<file path="config.mk">
export PLATFORM = sky130hd
export DESIGN_NAME = sp_reader
export DESIGN_NICKNAME = d
export VERILOG_FILES = /design/src/rtl/sp_reader.sv
export SDC_FILE = /design/constraint.sdc
export NUM_CORES = 1
export LEC_CHECK = 0
export BUFFER_PORTS_ARGS = -buffer_cell sky130_fd_sc_hd__buf_2
export CORE_UTILIZATION = 45
export DETAILED_ROUTE_END_ITERATION = 16
export GPL_TIMING_DRIVEN = 1
export PLACE_DENSITY = 0.66
export SKIP_LAST_GASP = 1
export SLEW_MARGIN = 40
export SYNTH_ARGS = -nofsm -noshare
export SYNTH_HDL_FRONTEND = slang
export SYNTH_SLANG_ARGS = --single-unit
</file>
<file path="constraint.sdc">
create_clock -name clk_i -period 5.8 [get_ports clk_i]
set_input_delay 0.58 -clock clk_i [delete_from_list [all_inputs] [get_ports clk_i]]
set_output_delay 0.58 -clock clk_i [all_outputs]
set_load 0.02 [all_outputs]
</file>
<file path="src/rtl/sp_reader.sv">
// Read-side sequencer for the result scratchpad: walks one stored matrix in
// row-major order and streams the returned elements through a 2-entry buffer.
module sp_reader #(
    parameter int SP_NTARGETS = 4,
    parameter int DATA_WIDTH  = 32,
    parameter int BUS_WIDTH   = 64,
    parameter int ADDR_WIDTH  = 32,
    localparam int MAX_DIM    = BUS_WIDTH / DATA_WIDTH,
    localparam int SPN_W      = (SP_NTARGETS > 1) ? $clog2(SP_NTARGETS) : 1,
    localparam int DIM_W      = $clog2(MAX_DIM) + 1
) (
    input  logic                    clk_i,
    input  logic                    rst_i,
    input  logic                    start_i,
    input  logic [SPN_W-1:0]        sp_number_i,
    input  logic [DIM_W-1:0]        n_dim_i,
    input  logic [DIM_W-1:0]        k_dim_i,
    input  logic                    sp_write_busy_i,
    output logic                    sp_rd_en_o,
    output logic [ADDR_WIDTH-1:0]   sp_addr_o,
    input  logic [2*DATA_WIDTH-1:0] sp_data_i,
    output logic                    elem_valid_o,
    input  logic                    elem_ready_i,
    output logic [2*DATA_WIDTH-1:0] elem_data_o,
    output logic [DIM_W-1:0]        elem_row_o,
    output logic [DIM_W-1:0]        elem_col_o,
    output logic                    elem_last_o,
    output logic                    busy_o,
    output logic                    done_o,
    output logic                    err_o
);

    typedef enum logic [1:0] {
        S_IDLE  = 2'd0,
        S_READ  = 2'd1,
        S_DRAIN = 2'd2,
        S_DONE  = 2'd3
    } state_t;

    localparam logic [DIM_W-1:0]      DIM_MAX  = DIM_W'(MAX_DIM);
    localparam logic [DIM_W-1:0]      DIM_ONE  = DIM_W'(1);
    localparam logic [DIM_W-1:0]      DIM_ZERO = DIM_W'(0);
    localparam logic [ADDR_WIDTH-1:0] SP_STRIDE  = ADDR_WIDTH'(MAX_DIM * MAX_DIM);
    localparam logic [ADDR_WIDTH-1:0] ROW_STRIDE = ADDR_WIDTH'(MAX_DIM);

    state_t                  r_state;
    state_t                  w_state_nxt;

    logic [SPN_W-1:0]        r_sp;
    logic [DIM_W-1:0]        r_n;
    logic [DIM_W-1:0]        r_k;
    logic [DIM_W-1:0]        r_row;
    logic [DIM_W-1:0]        r_col;
    logic                    r_err;

    logic [2*DATA_WIDTH-1:0] r_fifo_data [0:1];
    logic [DIM_W-1:0]        r_fifo_row  [0:1];
    logic [DIM_W-1:0]        r_fifo_col  [0:1];
    logic [1:0]              r_fifo_last;
    logic                    r_wr_ptr;
    logic                    r_rd_ptr;
    logic [1:0]              r_count;

    logic                    w_n_ok;
    logic                    w_k_ok;
    logic                    w_sp_ok;
    logic                    w_start_ok;
    logic                    w_start_bad;
    logic                    w_pop;
    logic                    w_space;
    logic                    w_rd_en;
    logic                    w_row_last;
    logic                    w_col_last;
    logic                    w_rd_last;
    logic [ADDR_WIDTH-1:0]   w_addr;

    assign w_n_ok      = (n_dim_i != DIM_ZERO) && (n_dim_i <= DIM_MAX);
    assign w_k_ok      = (k_dim_i != DIM_ZERO) && (k_dim_i <= DIM_MAX);
    assign w_sp_ok     = (32'(sp_number_i) < 32'(SP_NTARGETS));
    assign w_start_ok  = start_i && w_n_ok && w_k_ok && w_sp_ok;
    assign w_start_bad = start_i && !(w_n_ok && w_k_ok && w_sp_ok);

    // A full buffer still accepts a read when the head leaves in the same cycle.
    assign w_pop      = (r_count != 2'd0) && elem_ready_i;
    assign w_space    = (r_count < 2'd2) || w_pop;
    assign w_rd_en    = (r_state == S_READ) && !sp_write_busy_i && w_space;

    assign w_row_last = (r_row == (r_n - DIM_ONE));
    assign w_col_last = (r_col == (r_k - DIM_ONE));
    assign w_rd_last  = w_row_last && w_col_last;

    // Row stride is always MAX_DIM so every slot has a fixed footprint.
    assign w_addr = (ADDR_WIDTH'(r_sp) * SP_STRIDE)
                  + (ADDR_WIDTH'(r_row) * ROW_STRIDE)
                  + ADDR_WIDTH'(r_col);

    // State register.
    always_ff @(posedge clk_i or posedge rst_i) begin
        if (rst_i) begin
            r_state <= S_IDLE;
        end else begin
            r_state <= w_state_nxt;
        end
    end

    // Next-state logic.
    always_comb begin
        w_state_nxt = r_state;
        case (r_state)
            S_IDLE: begin
                if (w_start_ok) begin
                    w_state_nxt = S_READ;
                end else begin
                    w_state_nxt = S_IDLE;
                end
            end
            S_READ: begin
                if (w_rd_en && w_rd_last) begin
                    w_state_nxt = S_DRAIN;
                end else begin
                    w_state_nxt = S_READ;
                end
            end
            S_DRAIN: begin
                if (r_count == 2'd0) begin
                    w_state_nxt = S_DONE;
                end else begin
                    w_state_nxt = S_DRAIN;
                end
            end
            S_DONE: begin
                w_state_nxt = S_IDLE;
            end
            default: begin
                w_state_nxt = S_IDLE;
            end
        endcase
    end

    // Command latch and row/col walk.
    always_ff @(posedge clk_i or posedge rst_i) begin
        if (rst_i) begin
            r_sp  <= {SPN_W{1'b0}};
            r_n   <= DIM_ZERO;
            r_k   <= DIM_ZERO;
            r_row <= DIM_ZERO;
            r_col <= DIM_ZERO;
        end else if ((r_state == S_IDLE) && w_start_ok) begin
            r_sp  <= sp_number_i;
            r_n   <= n_dim_i;
            r_k   <= k_dim_i;
            r_row <= DIM_ZERO;
            r_col <= DIM_ZERO;
        end else if (w_rd_en) begin
            if (w_col_last) begin
                r_col <= DIM_ZERO;
                r_row <= r_row + DIM_ONE;
            end else begin
                r_col <= r_col + DIM_ONE;
            end
        end
    end

    // Illegal-command pulse.
    always_ff @(posedge clk_i or posedge rst_i) begin
        if (rst_i) begin
            r_err <= 1'b0;
        end else begin
            r_err <= (r_state == S_IDLE) && w_start_bad;
        end
    end

    // Two-entry element buffer; storage is cleared on reset so outputs read 0.
    always_ff @(posedge clk_i or posedge rst_i) begin
        if (rst_i) begin
            for (int i = 0; i < 2; i++) begin
                r_fifo_data[i] <= {(2*DATA_WIDTH){1'b0}};
                r_fifo_row[i]  <= DIM_ZERO;
                r_fifo_col[i]  <= DIM_ZERO;
            end
            r_fifo_last <= 2'b00;
            r_wr_ptr    <= 1'b0;
            r_rd_ptr    <= 1'b0;
            r_count     <= 2'd0;
        end else begin
            if (w_rd_en) begin
                r_fifo_data[r_wr_ptr] <= sp_data_i;
                r_fifo_row[r_wr_ptr]  <= r_row;
                r_fifo_col[r_wr_ptr]  <= r_col;
                r_fifo_last[r_wr_ptr] <= w_rd_last;
                r_wr_ptr              <= ~r_wr_ptr;
            end
            if (w_pop) begin
                r_rd_ptr <= ~r_rd_ptr;
            end
            case ({w_rd_en, w_pop})
                2'b10:   r_count <= r_count + 2'd1;
                2'b01:   r_count <= r_count - 2'd1;
                default: r_count <= r_count;
            endcase
        end
    end

    assign sp_rd_en_o   = w_rd_en;
    assign sp_addr_o    = w_rd_en ? w_addr : {ADDR_WIDTH{1'b0}};
    assign elem_valid_o = (r_count != 2'd0);
    assign elem_data_o  = r_fifo_data[r_rd_ptr];
    assign elem_row_o   = r_fifo_row[r_rd_ptr];
    assign elem_col_o   = r_fifo_col[r_rd_ptr];
    assign elem_last_o  = r_fifo_last[r_rd_ptr];
    assign busy_o       = (r_state != S_IDLE);
    assign done_o       = (r_state == S_DONE);
    assign err_o        = r_err;

endmodule

</file>
==> results of run 1 <==
[cell usage after synthesis, types with 2 or more instances]
library cell,number
xor2_1,5
dfrtp_1,155
mux2_4,10
and2_1,4
o211ai_1,2
mux2_1,12
nor2_1,5
nor3b_1,2
xnor2_1,5
nand2_1,5
a21boi_0,2
nor2b_1,5
ha_1,3
a21oi_1,3
mux2i_1,3
inv_1,8
mux2_2,189
buf_4,28
buf_6,3
or3_1,2
buf_2,10
clkbuf_1,11
o21ai_0,2
[report_power, final]
part	internal, uW	switching (uW)
Clock	614	444
Sequential	1630	333
Combinational	1220	1190
Total	3460	1970
[layer usage]
layer | track usage [%] | vias up | share of wire (%)
met4 | 8.75 | 0 | 2.5
li1 | - | 1962 | -
met1 | 21.6 | 2145 | 43
met5 | 0 | - | 0
met2 | 30.5 | 120 | 50
met3 | 3.98 | 24 | 4.4
[path summary, 6_finish.rpt]
kind	startpoint	endpoint	slack (ns)
hold reg to reg	r_count[1]$_DFFE_PP0P_	r_count[1]$_DFFE_PP0P_	0.49
setup / recovery	r_rd_ptr$_DFFE_PP0P_	elem_data_o[28]	2.91
hold / removal	rst_i	r_fifo_data[44]$_DFFE_PP0P_	0.21
setup reg to reg	register	r_fifo_data[76]$_DFFE_PP0P_	3.10
min in group clk_i	sp_data_i[13]	r_fifo_data[13]$_DFFE_PP0P_	0.39
max in group asynchronous	rst_i	r_rd_ptr$_DFFE_PP0P_	4.46
[cells by family (layout without fill, tap and decap cells)]
| family | after synthesis | in the layout |
|---|---|---|
| other cells | 1 | 27 |
| flops | 155 | 155 |
| compound gates | 13 | 13 |
| buf+inv | 61 | 199 |
| simple gates | 30 | 30 |
| xor+xnor | 10 | 10 |
| fa+ha+maj | 4 | 4 |
| mux | 214 | 214 |
[through the flow]
| step | instance area (um^2) | total power [uW] |
|---|---|---|
| floorplan | 7190 | 3750 |
| global placement | 7920 | 4310 |
| detailed placement | 7980 | 4430 |
| CTS | 8550 | 5510 |
| global route | 8560 | 5780 |
| finish | 8560 | 5430 |
[sequential cells by signal, summed over array words and instances (netlist names), 2 cells and up, named ones only]
register,count
r_row,2
r_col,2
r_fifo_last,2
r_fifo_data,128
r_sp,2
r_n,2
r_fifo_row,4
r_count,2
r_k,2
r_fifo_col,4
[cell type report]
cell class                      count  area, um^2
Fill cell                        1336        6760
Sequential cell                   155        3880
Multi-Input combinational cell    298        2960
Timing Repair Buffer              158         835
Clock buffer                       19         453
Tap cell                          211         264
Clock inverter                     13         120
Inverter                            9        42.5
==> summary.md, run 1 <==
| Metric | Value |
|---|---|
| Max incr delay on CP | 0.76 ns |
| Static Leak | 0.00398 uW |
| Die width | 128 um |
| Setup crit start kind | register |
| Total die area | 16300 um^2 |
| Synth warnings | 0 |
| Core ar. | 15300 um^2 |
| Cell area after synthesis | 7090 um^2 |
| IO Port Bufs | 153 |
| WP data arrival | 2.31 ns |
| Vias in the first global route | 4569 |
| Compound-gate portion of the synthesized area | 1.22% |
| Setup TNS | 0 ns |
| Main combinational cell family by area after synthesis | multiplexers |
| CTS tree | done |
| Slew margin rel. | 57.6% |
| Main flop type after synthesis | dfrtp_1 |
| Clock skew | 0.00936 ns |
| Root buf cell | clkbuf_16 |
| Crit share post-route | 49.8% |
| Mux contribution to synthesized area | 34.5% |
| Post-synth top area cell | dfrtp_1 |
| Initial antenna violation count | 0 |
| Area share of and/or/nand/nor cells after synthesis | 2.33% |
| Worst Tran Pin Value | 0.637 ns |
| N_diodes | 0 |
| First-pass GRT wire length | 22500 um |
| Crit path depth | 3 |
| CTS clk-pin slew, worst paths | 0.06 ns |
| Fraction of layout cells with a size suffix above 1 | 60.6% |
| Final GP Congestion | 0.710 |
| Skew-Pair Late Insertion Delay | 0.42 ns |
| Sequential-to-total area share from yosys stat | 54.7% |
| Routed via count | 4251 |
| Critical path required time | 5.22 ns |
| Setup WS post-layout | 2.91 ns |
| Dpl ws | 2.89 ns |
| Drt first-iter violations | 207 |
| GRT overflow | 0 |
| Top cells by area, synth | dfrtp_1 (55%), mux2_2 (30%), buf_4 (3.0%), mux2_4 (2.1%), mux2_1 (1.9%) |
| Fmax | 346 MHz |
| Avg WL per Cell | 15.5 um |
| RSZ-0062 raised after global routing | no |
| Placed insts | 831 |
| EDFF count, synth | 0 |
| Cts repair resizes | 0 |
| Row Count | 45 |
| Synth Area in XOR/XNOR | 1.23% |
| FF-to-FF path depth | 7 |
| Commonest non-fill, non-tap cell in the layout | mux2_2 |
| VDD IR max | 299 uV |
| Slowest-stage cell, CP | dfrtp_4 |
| Cells after Synth | 488 |
| Non-Filler Instances | 863 |
| WS Path Type | register to output port |
| Cell variety after synth | 37 |
| Initial core utilization | 46.3% |
| DPL Wire Length | 8920 um |
| CTS buffer count | 17 |
| Synth Area in Adders | 0.811% |
| Antenna Nets Post-Route | 0 |
| Final setup viols | 0 |
| Final core utilization | 55.9% |
| Hold Crit Class | primary input to asynchronous set/reset pin |
| Final #Nets | 718 |
| Die Y | 128 um |
| Yosys top cell area share | 54.7% |
| Largest net degree at the start of global routing | 86 |
| Clk buf depth | 2 |
| Crit path cell chain | buf_4 -> mux2_2 -> buf_2 |
| Tmin final | 2.89 ns |
| Most frequent cells in the layout | mux2_2 (189), dfrtp_1 (154), buf_2 (153) |
| CP Max Fanout | 36 |
| Synthesized area per cell | 14.5 um^2 |
| Drc violations | 0 |
| Async set-reset flop share out of synthesis | 100% |
| Area Growth Syn to Fin | 20.6% |
| CTS H-tree lvls | 4 |
| CP endpoint kind | output port |
| Status | completed |
| Slew Viols, Final | 0 |
| # Max-Cap Violations | 0 |
| Io pins | 181 |
| GRT Overall Usage | 17.9% |
| Final Hold Fails | 0 |
| Vias per Instance | 4.93 |
| Pwr/cell area | 634 nW/um^2 |
| WHS | 0.208 ns |
| Buf/Inv on CP | 2 |
| CTS Hold Buffers Added | 0 |
| First-pass detailed-route iteration total | 4 |
| Total Routed Length | 13400 um |
| Top cell family by delay on the critical path | flip-flops |
| Post-CTS Setup Bufs | 0 |
| Clk sinks | 155 |
| FF+latch count, synth | 155 |
Note: power is estimated with default switching activity, not from simulation.
==> run 2: changes to the inputs <==
- clock period: 5.8 -> 2.8 ns (I/O delays scaled with it)
==> run 2 against run 1 <==
Clock skew grew 0.00097 ns; routed wire length grew 2.5%; combinational power grew 110%; clock power grew 110%; first-iteration DRC count shrank 53%; sequential share of layout area shrank 0.72 points; die area is the same; sequential cell count is the same; critical endpoint is now elem_data_o[42]; largest power group unchanged; clock-buffer cell count grew 5; cell count grew 0.93%; non-clock buffer count grew 10; largest cell class unchanged.
==> summary.md, run 2 (synthesis results as in run 1) <==
| Metric | Value |
|---|---|
| Status | completed (unchanged) |
| Dpl ws | 0.692 ns (was 2.89 ns) |
| N_diodes | 0 (unchanged) |
| Most frequent cells in the layout | mux2_2 (189), dfrtp_1 (154), buf_2 (153) (unchanged) |
| CTS tree | done (unchanged) |
| Antenna Nets Post-Route | 0 (unchanged) |
| Clk sinks | 155 (unchanged) |
| Vias in the first global route | 4503 (was 4569) |
| Largest net degree at the start of global routing | 39 (was 86) |
| Drt first-iter violations | 98 (was 207) |
| Hold Crit Class | primary input to register (was primary input to asynchronous set/reset pin) |
| Root buf cell | clkbuf_16 (unchanged) |
| GRT overflow | 0 (unchanged) |
| Area Growth Syn to Fin | 22.5% (was 20.6%) |
| Setup WS post-layout | 0.534 ns (was 2.91 ns) |
| Total Routed Length | 13700 um (was 13400 um) |
| Row Count | 45 (unchanged) |
| Clk buf depth | 2 (unchanged) |
| CP endpoint kind | output port (unchanged) |
| Worst Tran Pin Value | 0.511 ns (was 0.637 ns) |
| Design area | 8690 um^2 (was 8560 um^2) |
| Die Y | 128 um (unchanged) |
| Slew margin rel. | 65.8% (was 57.6%) |
| Core ar. | 15300 um^2 (unchanged) |
| # Max-Cap Violations | 0 (unchanged) |
| VDD IR max | 556 uV (was 299 uV) |
| CTS H-tree lvls | 4 (unchanged) |
| IO Port Bufs | 153 (unchanged) |
| Clock skew | 0.0103 ns (was 0.00936 ns) |
| Total die area | 16300 um^2 (unchanged) |
| Initial antenna violation count | 0 (unchanged) |
| First-pass detailed-route iteration total | 4 (unchanged) |
| WP data arrival | 1.99 ns (was 2.31 ns) |
| CP Max Fanout | 23 (was 36) |
| Final Hold Fails | 0 (unchanged) |
| Slew Viols, Final | 0 (unchanged) |
| Filler cells | 1307 (was 1336) |
| WHS | 0.0840 ns (was 0.208 ns) |
| Largest registers | r_fifo_data: 128 flops, r_fifo_col: 4 flops, r_fifo_row: 4 flops (unchanged) |
| Final GP Congestion | 0.719 (was 0.710) |
| Fmax | 441 MHz |
| RSZ-0062 raised after global routing | no (unchanged) |
| Drc violations | 0 (unchanged) |
| Skew-Pair Late Insertion Delay | 0.42 ns (about the same) |
| Critical path required time | 2.52 ns (was 5.22 ns) |
| Initial core utilization | 46.3% (unchanged) |
| First-pass GRT wire length | 22500 um (about the same) |
| Setup crit start kind | register (unchanged) |
| Pwr/cell area | 1310 nW/um^2 (was 634 nW/um^2) |
| Reg-to-reg setup timing slack | 0.69 ns (was 3.10 ns) |
| Die width | 128 um (unchanged) |
| Vias per Instance | 4.86 (was 4.93) |
| DPL Wire Length | 9580 um (was 8920 um) |
| Routed via count | 4229 (was 4251) |
| Cts repair resizes | 0 (unchanged) |
| Setup TNS | 0 ns (unchanged) |
| Avg WL per Cell | 15.8 um (was 15.5 um) |
| CTS clk-pin slew, worst paths | 0.06 ns (about the same) |
| Max reg flops | 128 (unchanged) |
| Final #Nets | 728 (was 718) |
| Static Leak | 0.00406 uW (was 0.00398 uW) |
| Io pins | 181 (unchanged) |
| Tmin final | 2.27 ns |
| WS Path Type | register to output port (unchanged) |
| Register bank with the most flops | r_fifo_data (unchanged) |
| Commonest non-fill, non-tap cell in the layout | mux2_2 (unchanged) |
| Crit share post-route | 80.9% |
| CTS buffer count | 17 (unchanged) |
| Placed instance area | 8070 um^2 (was 7980 um^2) |
| Fraction of layout cells with a size suffix above 1 | 60.5% (was 60.6%) |
| GRT Overall Usage | 17.9% (about the same) |
| Final setup viols | 0 (unchanged) |
[run 2: changes by cell type in the layout (fill, tap and decap cells not counted), moves of 2 or more]
cell        before  now
clkbuf_8         2    4
buf_12           0    6
buf_4            2    7
clkbuf_1         0    3
clkinv_4         3    0
clkinvlp_4       6    4
[run 2: final timing paths]
kind	from	cells past startpoint	endpoint
worst min-delay path	start_i	3	err_o$_DFF_PP0_
max in group asynchronous	rst_i	5	r_fifo_data[48]$_DFFE_PP0P_
min in group asynchronous	rst_i	3	r_fifo_data[66]$_DFFE_PP0P_
worst max-delay path	r_rd_ptr$_DFFE_PP0P_	3	elem_data_o[42]
worst min register to register	r_fifo_data[55]$_DFFE_PP0P_	1	r_fifo_data[55]$_DFFE_PP0P_
worst max register to register	register	5	r_fifo_data[76]$_DFFE_PP0P_
[run 2: critical path, cell delays in order, from the launching register on]
cell and delay [ns]:
dfrtp_2 0.60, buf_4 0.40, mux2_2 0.39, buf_2 0.16
[run 2: metal layers]
metal	part of all wire [%]	global-route usage [%]	vias to the layer above
li1	-	-	1968
met1	43	21.4	2140
met2	52	31.1	110
met3	4.9	5.15	11
met4	0.88	5.88	0
met5	0	0	-
[run 2: area by class of cell]
type	count	area, um^2	share of cell area, %
clock buffer	24	492	5.66
clock inverter	6	87.6	1.01
inverter	9	38.8	0.446
multi-input combinational	298	2950	34.0
sequential	155	3880	44.7
tap	211	264	3.04
timing repair buffer	168	976	11.2
[run 2: through the flow]
step / utilization [%] / cells / power (uW)
2_1_floorplan: - / 514 / 7780
3_3_place_gp: 52.7 / 839 / 9030
3_5_place_dp: 52.7 / 839 / 9230
4_1_cts: 56.6 / 870 / 11500
5_1_grt: 56.7 / 871 / 12100
6_report: 56.7 / 871 / 11400
[run 2: repair_timing]
item,CTS,global route
endpoints found under the setup margin,0,0
hold buffers,1,0
endpoints found under the hold margin,16,0
buffers inserted,0,0
[run 2: power by group]
part / total (uW) / internal (uW) / switching, uW
Sequential: 4010 / 3370 / 643
Clock: 2240 / 1400 / 849
Combinational: 5130 / 2570 / 2550
